File: config.mk
export PLATFORM = sky130hd
export DESIGN_NAME = pipe_stage
export DESIGN_NICKNAME = d
export VERILOG_FILES = /design/src/rtl/pipe_stage.sv
export SDC_FILE = /design/constraint.sdc
export NUM_CORES = 1
export LEC_CHECK = 0
export ABC_AREA = 1
export CAP_MARGIN = 20
export CORE_ASPECT_RATIO = 1.1
export CORE_UTILIZATION = 51
export DETAILED_ROUTE_END_ITERATION = 6
export PLACE_DENSITY = 0.85
export SYNTH_ARGS = -nofsm -noshare
export SYNTH_HDL_FRONTEND = slang
export SYNTH_SLANG_ARGS = --single-unit
File: constraint.sdc
create_clock -name clk -period 1.89 [get_ports clk]
set_clock_uncertainty 0.15 [all_clocks]
set_input_delay 0.378 -clock clk [delete_from_list [all_inputs] [get_ports clk]]
set_output_delay 0.378 -clock clk [all_outputs]
set_load 0.01 [all_outputs]
File: src/rtl/pipe_stage.sv
// Register-slice pipeline stage with a skid buffer, plus stall/bubble hazard hooks.
// down_* is driven only from registers; only stall reaches up_tready combinationally.
module pipe_stage #(
   parameter int unsigned WIDTH = 32
) (
   input  logic             clk,
   input  logic             resetn,
   input  logic             up_tvalid,
   output logic             up_tready,
   input  logic [WIDTH-1:0] up_tdata,
   output logic             down_tvalid,
   input  logic             down_tready,
   output logic [WIDTH-1:0] down_tdata,
   input  logic             stall,
   input  logic             bubble,
   output logic [15:0]      bubble_count,
   output logic [15:0]      stall_count
);

   localparam int unsigned CW = 16;

   logic             m_valid_q, m_valid_d;
   logic             s_valid_q, s_valid_d;
   logic [WIDTH-1:0] m_data_q,  m_data_d;
   logic [WIDTH-1:0] s_data_q,  s_data_d;
   logic [CW-1:0]    bubble_count_q, bubble_count_d;
   logic [CW-1:0]    stall_count_q,  stall_count_d;

   logic accept;
   logic drain;
   logic keep;

   assign up_tready = resetn & ~s_valid_q & ~stall;
   assign accept    = up_tvalid & up_tready;
   assign drain     = m_valid_q & down_tready;
   assign keep      = accept & ~bubble;

   // State and counter registers
   always_ff @(posedge clk or negedge resetn) begin
      if (!resetn) begin
         m_valid_q      <= 1'b0;
         s_valid_q      <= 1'b0;
         m_data_q       <= '0;
         s_data_q       <= '0;
         bubble_count_q <= '0;
         stall_count_q  <= '0;
      end else begin
         m_valid_q      <= m_valid_d;
         s_valid_q      <= s_valid_d;
         m_data_q       <= m_data_d;
         s_data_q       <= s_data_d;
         bubble_count_q <= bubble_count_d;
         stall_count_q  <= stall_count_d;
      end
   end

   // Next state: EMPTY={0,0}, ONE={1,0}, FULL={1,1}
   always_comb begin
      m_valid_d = m_valid_q;
      s_valid_d = s_valid_q;
      m_data_d  = m_data_q;
      s_data_d  = s_data_q;
      unique case ({m_valid_q, s_valid_q})
         2'b00: begin
            if (keep) begin
               m_valid_d = 1'b1;
               m_data_d  = up_tdata;
            end
         end
         2'b10: begin
            if (keep && drain) begin
               m_data_d = up_tdata;
            end else if (keep) begin
               s_valid_d = 1'b1;
               s_data_d  = up_tdata;
            end else if (drain) begin
               m_valid_d = 1'b0;
            end
         end
         2'b11: begin
            if (drain) begin
               s_valid_d = 1'b0;
               m_data_d  = s_data_q;
            end
         end
         default: begin
            // Unreachable skid-only state: fall back to EMPTY
            m_valid_d = 1'b0;
            s_valid_d = 1'b0;
         end
      endcase
   end

   // Saturating hazard counters
   always_comb begin
      bubble_count_d = bubble_count_q;
      stall_count_d  = stall_count_q;
      if (accept && bubble && (bubble_count_q != {CW{1'b1}}))
         bubble_count_d = bubble_count_q + CW'(1);
      if (stall && up_tvalid && (stall_count_q != {CW{1'b1}}))
         stall_count_d = stall_count_q + CW'(1);
   end

   assign down_tvalid  = m_valid_q;
   assign down_tdata   = m_data_q;
   assign bubble_count = bubble_count_q;
   assign stall_count  = stall_count_q;

endmodule

==> impl_results.md <==
* GRT Overall Usage at 0.256
* FMAX at 0.541 GHz
* Avg WL per Cell at 13.6 um
* Max Cap Viol at 0
* Via count at 4703
* Yosys Warn Count at 0
* I/O Pins at 104
* Flop pwr share at 0.395
* Dpl hpwl at 8.46 mm
* VDD IR max at 0.710 mV
* GRT overflow at 0
* Worst hold slack at 64.0 ps
* LEAKAGE at 3.38 nW
* Port bufs at 103
* # rows at 37
* Internal at 5.37 mW
* DP Area at 6240 um2
* Height of the die at 105 um
* Util after Layout at 0.717
* DRC viols at 0
* Measured slew at the worst slew-check pin at 769 ps
* Crit path time final at 1850 ps
* H-tree levels at 3
* Worst slew margin at 0.487
* Setup crit start kind: register
* CP max FO at 3
* Root Driver: clkbuf_8
* Yosys top cell area share at 0.495
* Non-filler cells, final at 908
* Switching power at 3.03 mW
* Worst hold path type: in2async
* Mean post-synth cell area at 7.73 um2
* Die ar. at 10100 um2
* Flop2flop setup slack at 90 ps
* Via density at 5.18
* Vias in the first global route at 4492
* Synth top area cells: dfrtp_1 (49%), nand2_1 (20%), o21ai_0 (7.1%), nand3_1 (4.2%), inv_1 (3.6%)
* Inst Count DP at 864
* CTS Sinks at 98
* Slew Viols, Final at 0
* Synth area leader: dfrtp_1
* Power, Total at 8.40 mW
* Comb power frac at 0.417
* First-pass GRT wire length at 20.4 mm
* Max Root-Sink Buffers at 2
* Detailed-route wire length at 12.4 mm
* Synthesis-to-finish area growth at 36.0%
* Netlist Area Pre-Place at 4960 um2
* TritonCTS Buffers at 9
* Share of cells above drive strength 1 at 0.129
* Syn nets at 684
* WP data arrival at 1320 ps
* Fin nets at 829
* Largest net degree at the start of global routing at 63
* Initial Util at 0.527
* Initial antenna violation count at 0
* Sw Ratio at 0.361
* CTS clock-pin slew for the worst setup and hold paths at 100 ps
* Setup crit end kind: output pin
* Worst r2r src: down_tvalid
* Worst setup path startpoint: down_tvalid
* Routability Congestion at 0.877
* Core area at 9400 um2
* CTS tree: built
* PwrDens at 1250 nW/um2
* Antenna-violating nets left at 0
* Violation count after the first detailed-route iteration at 221
* Drt first pass iters at 4
* Seq/Total Area, Yosys at 0.495
* Netlist cell types at 28
* Final instance area at 6740 um2
* Final hold vios at 0
* N_diodes at 0
* # setup viols final at 0
* Die width at 96.0 um
* Critical path class: reg2out
* Status: complete, no violations
* Final period util at 0.979
* Clk network pwr share at 0.187
* Clock Latency Late Sink at 370 ps
* Syn Inst Count at 641
* Synthesized flop and latch total at 98
* Worst endpoint required time at 1360 ps
==> cell usage in the layout, fill, tap and decap left out, drive strengths merged <==
cell type	n
xnor2	13
nor2	36
clkbuf	10
clkinv	1
or2	1
nand4	2
nand2	272
xor2	11
dlygate4sd3	1
clkdlybuf4s50	92
nand3b	2
buf	57
a31oi	1
dfrtp	98
dlygate4sd2	5
nor3	5
nand3	46
ha	5
bufinv	2
o211ai	1
o21ai	70
inv	52
a21oi	2
clkinvlp	1
dlymetal6s2s	5
==> repair_timing <==
item / CTS / global route
cloned: 0 / 0
resized for setup: 14 / 17
endpoints found under the setup margin: 29 / 74
pin swaps: 0 / 0
buffers inserted: 22 / 5
hold buffers: 1 / 0
endpoints found under the hold margin: 36 / 0
==> cells by family after synthesis <==
kind of cell    count (synthesis)  synth area share
xor+xnor                       24            0.0424
compound gates                 74            0.0762
buf+inv                        76            0.0702
flops                          98             0.495
fa+ha+maj                       5            0.0126
simple gates                  364             0.304
==> layout make-up <==
| type | count | area [um2] |
|---|---|---|
| timing repair buffer | 160 | 1510 |
| tap | 117 | 146 |
| multi-input combinational | 467 | 2190 |
| clock inverter | 6 | 96.3 |
| fill | 723 | 2660 |
| clock buffer | 10 | 138 |
| sequential | 98 | 2460 |
| inverter | 50 | 190 |
==> synthesized netlist by cell type, drive strengths merged <==
| library cell | instances |
|---|---|
| a31oi | 1 |
| nand4 | 2 |
| a21oi | 2 |
| nand3b | 2 |
| o211ai | 1 |
| inv | 50 |
| nand3 | 46 |
| clkbuf | 8 |
| nand2 | 272 |
| xnor2 | 13 |
| or2 | 1 |
| nor2 | 36 |
| buf | 18 |
| ha | 5 |
| o21ai | 70 |
| xor2 | 11 |
| nor3 | 5 |
| dfrtp | 98 |
==> worst max-delay path, stage by stage (launching register included) <==
cell           delay, ps
dfrtp_1              410
buf_4                140
buf_4                130
dlygate4sd2_1        280
==> sequential cells by signal, indices dropped and copies added (netlist names) <==
register      count
stall_count      16
bubble_count     16
s_valid_q         1
down_tdata       32
down_tvalid       1
s_data_q         32
==> power groups by stage <==
stage	Combinational, mW	Sequential (mW)	Clock, mW
floorplan	1.62	3.49	0
global placement	3.14	3.34	0
CTS	3.37	3.32	1.59
detailed placement	3.26	3.39	0
global route	3.89	3.41	1.68
finish	3.51	3.32	1.57
==> path summary, 6_finish.rpt <==
kind | endpoint | cells after the start
max | down_tvalid | 3
min | s_data_q[18] | 2
max reg2reg | down_tdata[13] | 9
min reg2reg | down_tdata[9] | 2
max in group asynchronous | stall_count[2] | 3
min in group clk | down_tdata[9] | 2
==> through the flow <==
stage | setup slack [ps] | setup TNS (ps)
floorplan | 70.1 | 0
global placement | -174 | -11010
detailed placement | -276 | -19010
CTS | 0.573 | 0
global route | -17.1 | -72.4
finish | 39.9 | 0
==> metal layers <==
metal,wire length [um],vias to the layer above,GRT usage
met3,593,24,0.0390
met4,254,0,0.0938
met1,5090,2234,0.325
met5,0,-,0
met2,6410,153,0.437
li1,-,2292,-
No activity file was read; power rests on OpenSTA's default activity.
